## src/rtl/pueo_trig_scheduler_if.sv

```systemverilog
// Trigger request / issue bus between the trigger source, pueo_trig_scheduler and pueo_wrapper.
// slave = scheduler side (takes requests, issues triggers); master = source/sink side.
interface pueo_trig_scheduler_if;
    logic        trig_req_i;
    logic [15:0] trig_req_time_i;
    logic [15:0] trig_time_o;
    logic        trig_time_valid_o;
    logic [15:0] trig_num_o;

    modport slave  (input  trig_req_i, trig_req_time_i,
                    output trig_time_o, trig_time_valid_o, trig_num_o);
    modport master (output trig_req_i, trig_req_time_i,
                    input  trig_time_o, trig_time_valid_o, trig_num_o);
endinterface

```

## src/rtl/pueo_trig_scheduler.sv

```systemverilog
// Trigger admission ahead of pueo_wrapper: gates requests by run state, holdoff and buffer credits.
// Optional TRIG_SCHED_STATS_EN adds a saturating dropped-request counter (dropped_o).
module pueo_trig_scheduler #(
    parameter int          NBUF        = 4,
    parameter logic [15:0] TIME_OFFSET = 16'd0
) (
    input  logic                       aclk_i,
    input  logic                       aclk_rst_i,
    input  logic                       run_rst_i,
    input  logic                       run_stop_i,
    input  logic [15:0]                holdoff_i,
    input  logic                       event_done_i,
    pueo_trig_scheduler_if.slave       trig_if,
    output logic                       busy_o,
    output logic                       running_o
`ifdef TRIG_SCHED_STATS_EN
    ,
    output logic [15:0]                dropped_o
`endif
);

    localparam logic [3:0] NBUF_L = NBUF[3:0];

    typedef enum logic {ST_IDLE, ST_RUNNING} state_t;

    function automatic logic [15:0] sat_inc16(input logic [15:0] v);
        return (v == 16'hFFFF) ? v : v + 16'd1;
    endfunction

    state_t      r_state;
    state_t      w_state_nxt;
    logic        w_accept;
    logic        w_credit;
    logic [3:0]  w_outstanding_nxt;
    logic [3:0]  r_outstanding;
    logic [15:0] r_holdoff_cnt;
    logic [15:0] r_next_num;
    logic        r_valid_p1;
    logic [15:0] r_time_p1;
    logic [15:0] r_num_p1;
    logic        r_busy;
    logic        r_running;

    // run_stop_i dominates run_rst_i; requests are only admitted in a quiet RUNNING cycle
    always_comb begin
        w_state_nxt = r_state;
        w_accept    = 1'b0;
        case (r_state)
            ST_IDLE: begin
                if (run_rst_i && !run_stop_i) w_state_nxt = ST_RUNNING;
            end
            ST_RUNNING: begin
                if (run_stop_i) w_state_nxt = ST_IDLE;
                w_accept = trig_if.trig_req_i && (r_holdoff_cnt == 16'd0) &&
                           (r_outstanding < NBUF_L) && !run_rst_i && !run_stop_i;
            end
            default: w_state_nxt = ST_IDLE;
        endcase
    end

    // A credit return with nothing outstanding is a no-op rather than an underflow
    always_comb begin
        w_credit          = event_done_i && (r_outstanding != 4'd0);
        w_outstanding_nxt = r_outstanding;
        if (run_rst_i)
            w_outstanding_nxt = 4'd0;
        else if (w_accept && !w_credit)
            w_outstanding_nxt = r_outstanding + 4'd1;
        else if (!w_accept && w_credit)
            w_outstanding_nxt = r_outstanding - 4'd1;
    end

    always_ff @(posedge aclk_i) begin
        if (aclk_rst_i) begin
            r_state       <= ST_IDLE;
            r_outstanding <= 4'd0;
            r_holdoff_cnt <= 16'd0;
            r_next_num    <= 16'd0;
            r_busy        <= 1'b0;
            r_running     <= 1'b0;
            r_valid_p1    <= 1'b0;
            r_time_p1     <= 16'd0;
            r_num_p1      <= 16'd0;
        end else begin
            r_state       <= w_state_nxt;
            r_outstanding <= w_outstanding_nxt;
            r_busy        <= (w_outstanding_nxt == NBUF_L);
            r_running     <= (w_state_nxt == ST_RUNNING);

            if (run_rst_i)
                r_holdoff_cnt <= 16'd0;
            else if (w_accept)
                r_holdoff_cnt <= holdoff_i;
            else if (r_holdoff_cnt != 16'd0)
                r_holdoff_cnt <= r_holdoff_cnt - 16'd1;

            if (run_rst_i)
                r_next_num <= 16'd0;
            else if (w_accept)
                r_next_num <= r_next_num + 16'd1;

            // stage p1: issued trigger; time/num hold between pulses
            r_valid_p1 <= w_accept;
            if (w_accept) begin
                r_time_p1 <= trig_if.trig_req_time_i + TIME_OFFSET;
                r_num_p1  <= r_next_num;
            end
        end
    end

`ifdef TRIG_SCHED_STATS_EN
    logic [15:0] r_dropped;
    logic        w_reject;

    assign w_reject = (r_state == ST_RUNNING) && trig_if.trig_req_i &&
                      !run_rst_i && !run_stop_i && !w_accept;

    always_ff @(posedge aclk_i) begin
        if (aclk_rst_i || run_rst_i)
            r_dropped <= 16'd0;
        else if (w_reject)
            r_dropped <= sat_inc16(r_dropped);
    end

    assign dropped_o = r_dropped;
`endif

    assign trig_if.trig_time_valid_o = r_valid_p1;
    assign trig_if.trig_time_o       = r_time_p1;
    assign trig_if.trig_num_o        = r_num_p1;
    assign busy_o                    = r_busy;
    assign running_o                 = r_running;

endmodule

```

## src/flat_wrapper.sv

```systemverilog
// flat-port wrapper written by rule: the top's interface ports become plain ports
module pueo_trig_scheduler_flat 
#(
    parameter int          NBUF        = 4,
    parameter logic [15:0] TIME_OFFSET = 16'd0
)
  (aclk_i, aclk_rst_i, run_rst_i, run_stop_i, holdoff_i, event_done_i, busy_o, running_o, trig_if_trig_req_i, trig_if_trig_req_time_i, trig_if_trig_time_o, trig_if_trig_time_valid_o, trig_if_trig_num_o);
  pueo_trig_scheduler_if trig_if_i ();
  input  logic aclk_i;
  input  logic aclk_rst_i;
  input  logic run_rst_i;
  input  logic run_stop_i;
  input  logic [15:0] holdoff_i;
  input  logic event_done_i;
  output logic busy_o;
  output logic running_o;
  input wire logic [$bits(trig_if_i.trig_req_i)-1:0] trig_if_trig_req_i;
  input wire logic [$bits(trig_if_i.trig_req_time_i)-1:0] trig_if_trig_req_time_i;
  output wire logic [$bits(trig_if_i.trig_time_o)-1:0] trig_if_trig_time_o;
  output wire logic [$bits(trig_if_i.trig_time_valid_o)-1:0] trig_if_trig_time_valid_o;
  output wire logic [$bits(trig_if_i.trig_num_o)-1:0] trig_if_trig_num_o;
  assign trig_if_i.trig_req_i = trig_if_trig_req_i;
  assign trig_if_i.trig_req_time_i = trig_if_trig_req_time_i;
  assign trig_if_trig_time_o = trig_if_i.trig_time_o;
  assign trig_if_trig_time_valid_o = trig_if_i.trig_time_valid_o;
  assign trig_if_trig_num_o = trig_if_i.trig_num_o;
  pueo_trig_scheduler #(.NBUF(NBUF), .TIME_OFFSET(TIME_OFFSET)) u_core (.aclk_i(aclk_i), .aclk_rst_i(aclk_rst_i), .run_rst_i(run_rst_i), .run_stop_i(run_stop_i), .holdoff_i(holdoff_i), .event_done_i(event_done_i), .trig_if(trig_if_i), .busy_o(busy_o), .running_o(running_o));
endmodule
```

## config.mk

```make
export PLATFORM = sky130hd
export DESIGN_NAME = pueo_trig_scheduler_flat
export DESIGN_NICKNAME = d
export VERILOG_FILES = /design/src/rtl/pueo_trig_scheduler_if.sv /design/src/rtl/pueo_trig_scheduler.sv /design/src/flat_wrapper.sv
export SDC_FILE = /design/constraint.sdc
export NUM_CORES = 1
export LEC_CHECK = 0
export CORE_MARGIN = 2
export CORE_UTILIZATION = 50
export CTS_CLUSTER_DIAMETER = 30
export DETAILED_ROUTE_END_ITERATION = 6
export GPL_TIMING_DRIVEN = 0
export HOLD_SLACK_MARGIN = 0.06
export PLACE_DENSITY = 0.84
export SYNTH_ARGS = -nofsm -noshare
export SYNTH_HDL_FRONTEND = slang
export SYNTH_SLANG_ARGS = --single-unit
```

## constraint.sdc

```tcl
create_clock -name aclk_i -period 2.45 [get_ports aclk_i]
set_input_delay 0.49 -clock aclk_i [delete_from_list [all_inputs] [get_ports aclk_i]]
set_output_delay 0.49 -clock aclk_i [all_outputs]
set_load 0.02 [all_outputs]
```

==> results_dict.tcl <==
set metrics [dict create \
    holdBufCountCts 0 \
    timing.rr.start "u_core.r_holdoff_cnt[6]" \
    critPathCapture "u_core.r_next_num[5]" \
    worstReg2RegEnd "u_core.busy_o" \
    crit_arrival_ns 2.57 \
    finalMaxSlewViolations 0 \
    crit_path_end_kind "flop" \
    area_delta_synth_final_pct 34.6 \
    synth_top_family_by_area "simple AND/OR/NAND/NOR gates" \
    synth.area.mux_share 0.00628 \
    io_buffers 71 \
    skew_ns 0.00687 \
    dieWidth_um 83.8 \
    synth_xor_area_frac 0.0511 \
    die-area_um2 7030 \
    syn_area_um2 3190 \
    drt_iter0_drc 224 \
    numCtsBuffers 9 \
    maxCapViolCount 0 \
    utilization 0.687 \
    grt_pass1_wl_um 14000 \
    path_clk_slew_ns 0.08 \
    synth_compound_area_frac 0.146 \
    viasPerCell 5.74 \
    grt_pass1_vias 3065 \
    antenna_found_initial 0 \
    synthAdderAreaFrac 0.0196 \
    whs_path_depth 2 \
    clk_path_buf_depth 2 \
    synthCells 388 \
    hold_class "flop to flop" \
    tightest_slew_ns 0.577 \
    gr-usage-all-layers 0.245 \
    root_buffer "clkbuf_8" \
    worstSetupStartpoint "run_rst_i" \
    ant_nets 0 \
    drc 0 \
    drt_wl_total_um 8300 \
    regArea_um2 1420 \
    critPathLaunchType "primary input" \
    place_congestion 0.931 \
    n_fill_cell 519 \
    path_max_fanout 5 \
    finalNetCount 513 \
    grt_overflow 0 \
    finalCriticalPeriod_ns 2.34 \
    std_cell_rows 29 \
    core-area_um2 6240 \
    diodes 0 \
    dr.pass1.iters 5 \
    synth_async_sr_flop_share 0 \
    fin_crit_sh 0.954 \
    ys_seq_elements 71 \
    h-tree-depth 3 \
    slew-limit-headroom 0.612 \
    fmax_mhz 428 \
    dp_hpwl_um 5900 \
    hold_viol 0 \
    powerDensity_nw_per_um2 1090 \
    cts_tree "yes" \
    vias 3171 \
    placed_area_um2 3990 \
    die_height_um 83.8 \
    cts_sinks 71 \
    yosysSeqAreaShare 0.446 \
    clkLatencyLatePin_ns 0.35 \
    drive_above_1_share 0.0842 \
    synth_edf_count 0 \
    ys_types 53 \
    yosysWarnings 0 \
    multi_input_area_um2 1680 \
    syn_nets 431 \
    crit_required_ns 2.68 \
    hp-start "u_core.trig_if.trig_num_o[1]" \
    ioPinCount 73 \
    path_class "primary input to flop" \
    regToRegSetupSlack_ns 0.12 \
    ir_worst_vdd_v 0.00129 \
    reg2regPathDepth 6 \
    status "finished, final reports clean" \
    initial_utilization 0.510 \
    grt_max_degree 13 \
    synth-simple-area-share 0.291 \
    design_area_um2 4290 \
    p_leak_nw 1.49 \
    synthFlopType "dfxtp_1" \
    routedWlPerCell_um 15.0 \
    setup_viol 0 \
    syn_avg_cell_area_um2 8.21 \
]
[layer usage]
metal	GRT usage	up-vias	routed length [µm]	part of all wire
met5	0	-	0	0
met4	0.111	0	165	0.020
met3	0.0702	21	577	0.070
met2	0.393	122	4050	0.49
met1	0.304	1498	3500	0.42
li1	-	1530	-	-
[report_power, final]
part	internal, mW	switching (mW)	total (mW)
Clock	0.700	0.444	1.14
Combinational	0.856	1.19	2.04
Sequential	1.28	0.211	1.49
Total	2.84	1.84	4.68
[through the flow]
| stage | setup TNS, ns | setup WS, ns | hold slack, ns | instances | power, mW |
|---|---|---|---|---|---|
| 2_1_floorplan | 0 | 0.482 | 0.436 | 388 | 2.93 |
| 3_3_place_gp | -18.81 | -0.450 | 0.437 | 536 | 3.35 |
| 3_5_place_dp | -25.96 | -0.593 | 0.443 | 536 | 3.41 |
| 4_1_cts | 0 | 0.0446 | 0.454 | 551 | 4.57 |
| 5_1_grt | -0.00187 | -0.00187 | 0.471 | 552 | 4.97 |
| 6_report | 0 | 0.113 | 0.454 | 552 | 4.68 |
[worst max-delay path: stages]
cell and delay (ns):
clkdlybuf4s50_1 0.53, nor4bb_4 0.41, nand2_1 0.27, or4_1 0.62, xor2_1 0.19, nor2_1 0.05
[how the worst min path moves through the flow]
| stage | end | slack [ns] |
|---|---|---|
| 2_1_floorplan | u_core.trig_if.trig_num_o[15] | 0.44 |
| 3_3_place_gp | u_core.trig_if.trig_time_o[14] | 0.44 |
| 3_5_place_dp | u_core.trig_if.trig_time_o[14] | 0.44 |
| 4_1_cts | u_core.trig_if.trig_time_o[14] | 0.45 |
| 5_1_grt | u_core.trig_if.trig_time_o[4] | 0.47 |
| 6_report | u_core.trig_if.trig_num_o[1] | 0.45 |
[cells by family after synthesis]
kind of cell,after synthesis
and+or+nand+nor,188
AOI/OAI and AO/OA,75
DFF,71
buffers and inverters,30
xor gates and xnor gates,17
adders and majority gates,5
muxes,2
[state kept, by name, indices dropped and copies added, names as in the netlist]
signal / flops
u_core.trig_if.trig_num_o: 16
u_core.r_outstanding: 4
u_core.r_state: 1
u_core.busy_o: 1
u_core.r_holdoff_cnt: 16
u_core.r_next_num: 16
u_core.trig_if.trig_time_o: 16
u_core.trig_if.trig_time_valid_o: 1
[cell type report]
| cell class | instances | share of cell area |
|---|---|---|
| sequential | 71 | 0.331 |
| inverter | 10 | 0.00875 |
| timing repair buffer | 72 | 0.167 |
| multi-input combinational | 287 | 0.392 |
| buffer | 19 | 0.0207 |
| clock buffer | 10 | 0.0321 |
| tap | 77 | 0.0225 |
| clock inverter | 6 | 0.0251 |
[cells in the final DEF, fill, tap and decap left out, drive strengths merged, types with 3 or more instances in the layout]
cell / netlist / layout
clkdlybuf4s50: 0 / 71
dfxtp: 71 / 71
nor3: 14 / 14
nand2: 84 / 84
and2: 4 / 4
nor4: 6 / 6
a221oi: 5 / 5
nand3: 12 / 12
o21ai: 4 / 4
nand4: 14 / 14
and4: 3 / 3
buf: 8 / 7
and3: 5 / 5
a31o: 3 / 3
a211oi: 7 / 7
clkbuf: 12 / 23
bufinv: 0 / 3
ha: 5 / 5
a21oi: 44 / 44
a311oi: 3 / 3
xnor2: 7 / 7
xor2: 9 / 9
inv: 10 / 10
nor2: 31 / 31
[cell usage after synthesis (3+ instances only)]
cell type | count | share of area
nand2_1 | 83 | 0.098
dfxtp_1 | 71 | 0.45
a21oi_1 | 44 | 0.069
nor2_1 | 30 | 0.035
nor3_1 | 14 | 0.022
nand4_1 | 13 | 0.026
clkbuf_1 | 12 | 0.014
nand3_1 | 12 | 0.019
inv_1 | 10 | 0.012
xor2_1 | 9 | 0.025
a211oi_1 | 7 | 0.016
buf_2 | 7 | 0.011
xnor2_1 | 7 | 0.019
a221oi_1 | 5 | 0.014
and3_1 | 5 | 0.0098
ha_1 | 5 | 0.020
and2_1 | 4 | 0.0079
nor4_1 | 4 | 0.0079
o21ai_0 | 4 | 0.0063
a31o_2 | 3 | 0.0082
and4_1 | 3 | 0.0082
[repair_timing]
item	CTS	global route
gates resized for setup	2	6
pin swaps	0	1
setup endpoints to repair	50	39
cloned	0	0
setup buffers	0	1
(Power assumes the default switching activity.)
